===== config.mk =====
export PLATFORM = sky130hd
export DESIGN_NAME = code_mem_arbiter
export DESIGN_NICKNAME = d
export VERILOG_FILES = /design/src/rtl/code_mem_pkg.sv /design/src/rtl/code_mem_starve_ctr.sv /design/src/rtl/code_mem_arbiter.sv
export SDC_FILE = /design/constraint.sdc
export NUM_CORES = 1
export LEC_CHECK = 0
export ABC_AREA = 1
export BUFFER_PORTS_ARGS = -buffer_cell sky130_fd_sc_hd__buf_2
export CORE_MARGIN = 2
export CORE_UTILIZATION = 36
export DETAILED_ROUTE_END_ITERATION = 8
export GPL_TIMING_DRIVEN = 0
export PLACE_DENSITY = 0.81
export SYNTH_ARGS = -nofsm -noshare
export SYNTH_HDL_FRONTEND = slang
export SYNTH_SLANG_ARGS = --single-unit

===== constraint.sdc =====
create_clock -name clk -period 2.5 [get_ports clk]
set_input_delay 0.5 -clock clk [delete_from_list [all_inputs] [get_ports clk]]
set_output_delay 0.5 -clock clk [all_outputs]
set_load 0.1 [all_outputs]

===== src/rtl/code_mem_pkg.sv =====
// Shared types and defaults for the code/data memory arbiter.
//   state_t  : arbiter mode (normal arbitration or debug lock)
//   req_id_t : which requester owns the memory port this cycle
package code_mem_pkg;

    localparam int ADDR_W_DEF       = 16;
    localparam int DATA_W_DEF       = 16;
    localparam int STARVE_LIMIT_DEF = 8;
    localparam int CNT_W            = 8;   // starvation counter width (limit 1..255)

    typedef enum logic [0:0] {
        ST_RUN,
        ST_LOCKED
    } state_t;

    typedef enum logic [1:0] {
        RQ_NONE,
        RQ_IF,
        RQ_DF,
        RQ_DBG
    } req_id_t;

endpackage


===== src/rtl/code_mem_starve_ctr.sv =====
// Saturating wait counter for the debug requester.
//   clk, reset_n : clock, asynchronous active-low reset
//   waiting      : debug is requesting and was not granted this cycle
//   clear        : debug was granted or is not requesting
//   starved      : counter has reached LIMIT; debug must win next arbitration
module code_mem_starve_ctr
    import code_mem_pkg::*;
#(
    parameter int LIMIT = STARVE_LIMIT_DEF
) (
    input  logic clk,
    input  logic reset_n,
    input  logic waiting,
    input  logic clear,
    output logic starved
);

    localparam logic [CNT_W-1:0] LIMIT_C = CNT_W'(LIMIT);

    logic [CNT_W-1:0] starve_cnt;

    // NOTE: sequential state uses non-blocking assignments so every register
    // samples pre-edge values regardless of block evaluation order.
    always_ff @(posedge clk or negedge reset_n) begin
        if (!reset_n) begin
            starve_cnt <= '0;
        end else if (clear) begin
            starve_cnt <= '0;
        end else if (waiting && (starve_cnt != LIMIT_C)) begin
            starve_cnt <= starve_cnt + 1'b1;
        end
    end

    assign starved = (starve_cnt == LIMIT_C);

endmodule


===== src/rtl/code_mem_arbiter.sv =====
// Arbiter for the single-port code/data memory shared by CPU instruction
// fetch (if), CPU data fetch (df) and the debug loader (dbg).
//   clk, reset_n           : clock, asynchronous active-low reset
//   if_req/if_addr         : instruction fetch request; if_gnt, if_rvalid back
//   df_req/df_addr         : data fetch request; df_gnt, df_rvalid back
//   dbg_req/dbg_we/...     : debug read/write; dbg_gnt, dbg_rvalid (reads only)
//   dbg_lock / locked      : debug requests exclusive ownership / lock active
//   rdata                  : shared read-data return (straight from mem_rdata)
//   mem_addr/we/wdata      : memory port driven by the granted requester
//   mem_rdata              : memory read data, one cycle after the address
module code_mem_arbiter
    import code_mem_pkg::*;
#(
    parameter int ADDR_W       = ADDR_W_DEF,
    parameter int DATA_W       = DATA_W_DEF,
    parameter int STARVE_LIMIT = STARVE_LIMIT_DEF
) (
    input  logic              clk,
    input  logic              reset_n,
    input  logic              if_req,
    input  logic [ADDR_W-1:0] if_addr,
    output logic              if_gnt,
    output logic              if_rvalid,
    input  logic              df_req,
    input  logic [ADDR_W-1:0] df_addr,
    output logic              df_gnt,
    output logic              df_rvalid,
    input  logic              dbg_req,
    input  logic              dbg_we,
    input  logic [ADDR_W-1:0] dbg_addr,
    input  logic [DATA_W-1:0] dbg_wdata,
    output logic              dbg_gnt,
    output logic              dbg_rvalid,
    input  logic              dbg_lock,
    output logic              locked,
    output logic [DATA_W-1:0] rdata,
    output logic [ADDR_W-1:0] mem_addr,
    output logic              mem_we,
    output logic [DATA_W-1:0] mem_wdata,
    input  logic [DATA_W-1:0] mem_rdata
);

    state_t  state_q, state_d;
    req_id_t sel;
    logic    starved;

    code_mem_starve_ctr #(
        .LIMIT (STARVE_LIMIT)
    ) u_starve (
        .clk     (clk),
        .reset_n (reset_n),
        .waiting (dbg_req && !dbg_gnt),
        .clear   (!dbg_req || dbg_gnt),
        .starved (starved)
    );

    // Mode register and grant selection. The lock request takes effect at the
    // next edge, so a CPU grant in the same cycle as dbg_lock still completes.
    // NOTE: every output of a combinational block gets a default first so no
    // path leaves it unassigned, which would otherwise infer a latch.
    always_comb begin
        state_d = state_q;
        sel     = RQ_NONE;
        case (state_q)
            ST_RUN: begin
                if (dbg_lock) state_d = ST_LOCKED;
                if (dbg_req && starved) sel = RQ_DBG;
                else if (df_req)        sel = RQ_DF;
                else if (if_req)        sel = RQ_IF;
                else if (dbg_req)       sel = RQ_DBG;
            end
            ST_LOCKED: begin
                if (!dbg_lock) state_d = ST_RUN;
                if (dbg_req)   sel = RQ_DBG;
            end
            default: ;
        endcase
        // No access may start while reset is held.
        if (!reset_n) sel = RQ_NONE;
    end

    always_ff @(posedge clk or negedge reset_n) begin
        if (!reset_n) state_q <= ST_RUN;
        else          state_q <= state_d;
    end

    assign if_gnt  = (sel == RQ_IF);
    assign df_gnt  = (sel == RQ_DF);
    assign dbg_gnt = (sel == RQ_DBG);
    assign locked  = (state_q == ST_LOCKED);

    // Memory-port mux: idle port is driven to all zeros.
    always_comb begin
        mem_addr  = '0;
        mem_we    = 1'b0;
        mem_wdata = '0;
        case (sel)
            RQ_IF:  mem_addr = if_addr;
            RQ_DF:  mem_addr = df_addr;
            RQ_DBG: begin
                mem_addr = dbg_addr;
                if (dbg_we) begin
                    mem_we    = 1'b1;
                    mem_wdata = dbg_wdata;
                end
            end
            default: ;
        endcase
    end

    // Read data arrives one cycle after the grant; flag its owner then.
    always_ff @(posedge clk or negedge reset_n) begin
        if (!reset_n) begin
            if_rvalid  <= 1'b0;
            df_rvalid  <= 1'b0;
            dbg_rvalid <= 1'b0;
        end else begin
            if_rvalid  <= if_gnt;
            df_rvalid  <= df_gnt;
            dbg_rvalid <= dbg_gnt && !dbg_we;
        end
    end

    assign rdata = mem_rdata;

endmodule


# Word level (Yosys, flattened, before mapping)
# Cells that the tools add are included.
# totals
inputBits	87
output_inout_bits	56
ff_bits	12
word_cells	35
# op_classes
n_reduce_logical	9
n_eq_ne	5
mux	14
addsub	1
bitwise_logic	1
# ops
cell	n
16-bit case mux with 3 select lines	1
16-bit two-way mux	2
8-bit two-way mux	2
2-bit two-way mux	5
8-bit by 1-bit adder with 8-bit output (second input constant)	1
8-bit by 4-bit equality test with 1-bit output (second input constant)	1
8-bit by 4-bit != test with 1-bit output (second input constant)	1
2-bit equality test (second input constant)	2
1-bit logical AND	4
2-bit case mux with 2 select lines	1
1-bit logical NOT	3
1-bit two-way mux	3
2-bit by 1-bit equality test with 1-bit output (second input constant)	1
2-bit nonzero test	1
1-bit logical OR	1
1-bit NOT	1

# Depth between registers and ports, before layout
# logic_depth
word_depth	12
depth_mapped	10
depth_no_buf	9

# Cells and area by module
# From an unflattened synthesis, not the netlist that was laid out.
# hier_totals
cells_unflattened	228
area_unflattened_um2	1433.9
# modules_own_cells
mod	seq_area_each_um2	area_each_um2	cells_each	n_inst
code_mem_arbiter	100.1	928.4	159	1
code_mem_starve_ctr	200.2	505.5	69	1

# Worst setup path before layout
# Ideal clock, no wire load.
# synth_timing
path_kind	register -> output
startpoint	reg state_q (netlist: locked)
endpoint	out mem_wdata[0]
required_ns	2.000
n_path_buf	1
arrival_time_ns	2.858
path_stages_with_launch	8
path_slack_ns	-0.858
path_cell_list	dfrtp_1 -> inv_1 -> o21ai_1 -> inv_1 -> nand2_4 -> nand3_4 -> buf_6 -> nor2_1
# synth_via
elab_chain_len	5
# synth_lines
item	line	rtl
from (decl)	code_mem_arbiter.sv:43	state_t state_q, state_d;
from (signal assigned)	code_mem_arbiter.sv:84	else state_q <= state_d;
1-bit NOT	-	
2-bit case mux with 2 select lines (*)	code_mem_arbiter.sv:64	case (state_q)
2-bit two-way mux (*)	code_mem_arbiter.sv:79	if (!reset_n) sel = RQ_NONE;
2-bit equality test (*)	code_mem_arbiter.sv:97	case (sel)
16-bit two-way mux (*)	code_mem_arbiter.sv:97	
to (decl)	code_mem_arbiter.sv:39	output logic [DATA_W-1:0] mem_wdata,
# Every way passes the cells marked *; elsewhere a longest branch is shown, timed or not.

# Worst setup path after layout
# layout_timing
startpoint	reg u_starve.starve_cnt[0]
endpoint	out mem_addr[10]
# layout_via
elab_chain_len	7
word_cells_on_any_way	9
classes_between	eq/ne: 4; mux: 4; reduce/logical: 1
# layout_lines
item	line	rtl
from (decl)	code_mem_starve_ctr.sv:20	logic [CNT_W-1:0] starve_cnt;
from (signal assigned)	code_mem_starve_ctr.sv:30	starve_cnt <= starve_cnt + 1'b1;
8-bit by 4-bit equality test with 1-bit output (*)	code_mem_starve_ctr.sv:34	assign starved = (starve_cnt == LIMIT_C);
1-bit logical AND (*)	code_mem_arbiter.sv:67	if (dbg_req && starved) sel = RQ_DBG;
2-bit two-way mux (*)	code_mem_arbiter.sv:67	
2-bit case mux with 2 select lines (*)	code_mem_arbiter.sv:64	
2-bit two-way mux (*)	code_mem_arbiter.sv:79	
2-bit equality test / 2-bit by 1-bit equality test with 1-bit output (equally long branches)	code_mem_arbiter.sv:97	
16-bit case mux with 3 select lines (*)	code_mem_arbiter.sv:97	
to (decl)	code_mem_arbiter.sv:37	output logic [ADDR_W-1:0] mem_addr,
# Marks and branches as above.

==> flow_metrics.py <==
metrics = {
    "global_routing": {
        "track_usage_pct": 28.9,
        "grt_pass1_vias": 1995,
        "antenna_found_initial": 0,
        "grt_overflow": 0,
        "grt_pass1_wl_um": 9780,
        "grt_max_degree": 14,
    },
    "logic_synthesis": {
        "yosys-top-cells-area": "nand4_1 (22%), dfrtp_1 (21%), buf_4 (13%)",
        "synth_top_area_share_pct": 22.3,
        "synth.cell_area_sq_mm": 0.00141,
        "ys_ff_latch": 12,
        "synth-edff-count": 0,
        "synthFlopType": "dfrtp_1",
        "synth_top_area_cell": "nand4_1",
        "synth_commonest_cells": "nand4_1 (50), nor2_1 (31), buf_4 (25)",
        "yosys_warnings": 0,
        "syn_avg_cell_area_sq_um": 6.85,
        "seq_area_frac_synth_pct": 21.4,
        "syn_inst": 205,
        "yosysMostFrequentCell": "nand4_1",
        "async_flop_share_pct": 100,
        "syn_nets": 294,
        "synth_cell_types": 20,
    },
    "clock_network": {
        "clk_path_buf_depth": 2,
        "cts-buffers-inserted": 3,
        "cts_tree": "yes",
        "insertion_delay_ns": 0.25,
        "ctsHoldBuffers": 0,
        "cts.sinks": 12,
        "htreeDepth": 1,
        "clk_pin_slew_ns": 0.06,
        "root_buffer": "clkbuf_8",
    },
    "route": {
        "routed_via_density": 5.67,
        "wl_per_cell_um": 17.9,
        "firstDrtPassIters": 5,
        "vias": 2223,
        "drtIter0Drc": 156,
        "routed_wl_um": 7000,
        "drc": 0,
        "final_antenna_net_count": 0,
    },
    "power": {
        "powerDensity_mw_per_mm2": 404,
        "peakVddDrop_mv": 0.360,
        "p_total_mw": 1.26,
        "leakagePower_nw": 1.57,
    },
    "setup_path": {
        "endpoint_kind": "output port",
        "worst_setup_path_start_kind": "flip-flop",
        "startpoint": "u_starve.starve_cnt[0]",
        "r2r_start": "u_starve.starve_cnt[0]",
        "critPathMaxFanout": 8,
        "crit_required_ns": 2.00,
        "cp.arrival_ns": 2.08,
        "worstSetupPathType": "flip-flop to output port",
    },
    "sta": {
        "hold_viol": 0,
        "fmax_ghz": 0.388,
        "setup_slack_ns": -0.0798,
        "setup_viol": 34,
        "skew_ns": 0.00389,
        "hold_ws_ns": 0.129,
        "tightestPinTransition_ns": 0.498,
        "period_share_pct": 103,
        "relSlewSlack_pct": 67.0,
        "min_period_ns": 2.58,
        "finalMaxSlewViolations": 0,
        "grt_setup_unrepaired": "true",
    },
    "cells_and_area": {
        "seq_area_sq_um": 302,
        "nFillCells": 221,
        "nets": 434,
        "insertedDiodeCount": 0,
        "syn_to_final_growth_pct": 121,
        "final_layout_size_suffix_gt1_share_pct": 63.7,
        "fin_cells": 392,
        "multi_input_area_sq_mm": 0.00105,
    },
    "floorplanning": {
        "pin_count": 143,
        "rows": 22,
        "die_x_um": 66.5,
        "dieArea_sq_mm": 0.00442,
        "floorplan.initialDensity_pct": 37.8,
        "die_y_um": 66.5,
        "core_area_sq_mm": 0.00372,
    },
    "placed_design": {
        "dpl.hpwl_um": 3970,
        "dp_cells": 377,
        "io_buffers": 124,
        "gp_congestion": 0.952,
    },
    "run_status": {
        "outcome": "finished, violations left",
        "violations": "negative setup slack",
    },
    "min_path": {
        "holdCritPathClass": "input pin to async pin",
    },
    "job": {
        "cap_viol_max_count": 0,
    },
}
## worst paths after layout
| path | end | slack (ns) | cells after the start |
|---|---|---|---|
| worst max-delay path | mem_addr[10] | -0.08 | 10 |
| worst min-delay path | u_starve.starve_cnt[2] | 0.13 | 1 |
| worst max register to register | u_starve.starve_cnt[7] | 0.75 | 9 |
| worst min register to register | u_starve.starve_cnt[7] | 0.59 | 2 |
| max in group asynchronous | locked | 2.13 | 1 |
| min in group clk | locked | 0.38 | 1 |
## routing by layer
layer	GRT usage (%)	up-vias	share of wire, %
met5	0	-	0
met3	5.91	46	9.4
met2	48.4	164	50
met1	36.4	1039	35
met4	10.7	0	6.1
li1	-	974	-
## critical path, stage by stage (launching register included)
cell     delay [ns]
dfrtp_1        0.40
inv_2          0.09
ha_2           0.18
nand3_2        0.08
nor2_4         0.19
nand2_4        0.12
nand2_8        0.15
buf_8          0.12
nand4_1        0.14
nand3_2        0.17
buf_12         0.19
## state kept, by name, summed over array words and instances (netlist names)
register / cells
df_rvalid: 1
dbg_rvalid: 1
u_starve.starve_cnt: 8
if_rvalid: 1
locked: 1
## repair_timing
action	CTS	global route
resized for setup	152	23
setup endpoints to repair	36	36
cloned	0	2
setup buffers	3	6
pin swaps	4	21
## area by class of cell
cell class              count  area share, %
repair buffers            135           41.5
clock buffers               4           1.77
multi-input cells         144           33.9
well taps                  48           1.93
flip-flops and latches     12           9.69
inverters                  15           1.81
plain buffers              34           9.37
## cell families after synthesis
kind of cell / count (synthesis) / share of synthesized area, %
xor+xnor: 7 / 4.36
compound gates: 5 / 2.32
simple gates: 130 / 49.3
buf+inv: 49 / 20.8
fa+ha+maj: 2 / 1.78
flops: 12 / 21.4
## metrics by stage
| step | setup slack [ns] | instance area, sq um | utilization [%] | TNS, ns |
|---|---|---|---|---|
| after floorplan | 0.0368 | 1610 | - | 0 |
| after global placement | -0.193 | 2290 | 61.8 | -3.10 |
| after detailed placement | -0.233 | 2290 | 61.8 | -3.78 |
| after CTS | 0.00219 | 2960 | 79.7 | 0 |
| after global routing | -0.137 | 3110 | 83.7 | -3.63 |
| final | -0.0798 | 3110 | 83.7 | -1.08 |
## cells in the final DEF (no fill, tap or decap)
| cell | n |
|---|---|
| a21oi_4 | 2 |
| buf_12 | 37 |
| buf_2 | 88 |
| buf_4 | 26 |
| buf_6 | 3 |
| buf_8 | 6 |
| clkbuf_1 | 2 |
| clkbuf_16 | 2 |
| clkbuf_2 | 5 |
| clkbuf_8 | 4 |
| dfrtp_1 | 11 |
| dfrtp_2 | 1 |
| ha_1 | 1 |
| ha_2 | 1 |
| inv_1 | 10 |
| inv_2 | 5 |
| nand2_1 | 21 |
| nand2_4 | 1 |
| nand2_8 | 2 |
| nand3_1 | 5 |
| nand3_2 | 17 |
| nand3_4 | 1 |
| nand3b_1 | 1 |
| nand4_1 | 50 |
| nor2_1 | 14 |
| nor2_4 | 18 |
| o21ai_0 | 1 |
| o21ai_1 | 2 |
| xor2_1 | 7 |
## where the power goes
group / leakage [nW] / switching [mW] / internal [mW]
Sequential: 0.161 / 0.00497 / 0.201
Clock: 0.0288 / 0.0793 / 0.140
Combinational: 1.38 / 0.561 / 0.270
Total: 1.57 / 0.645 / 0.611
(Power assumes the default switching activity.)
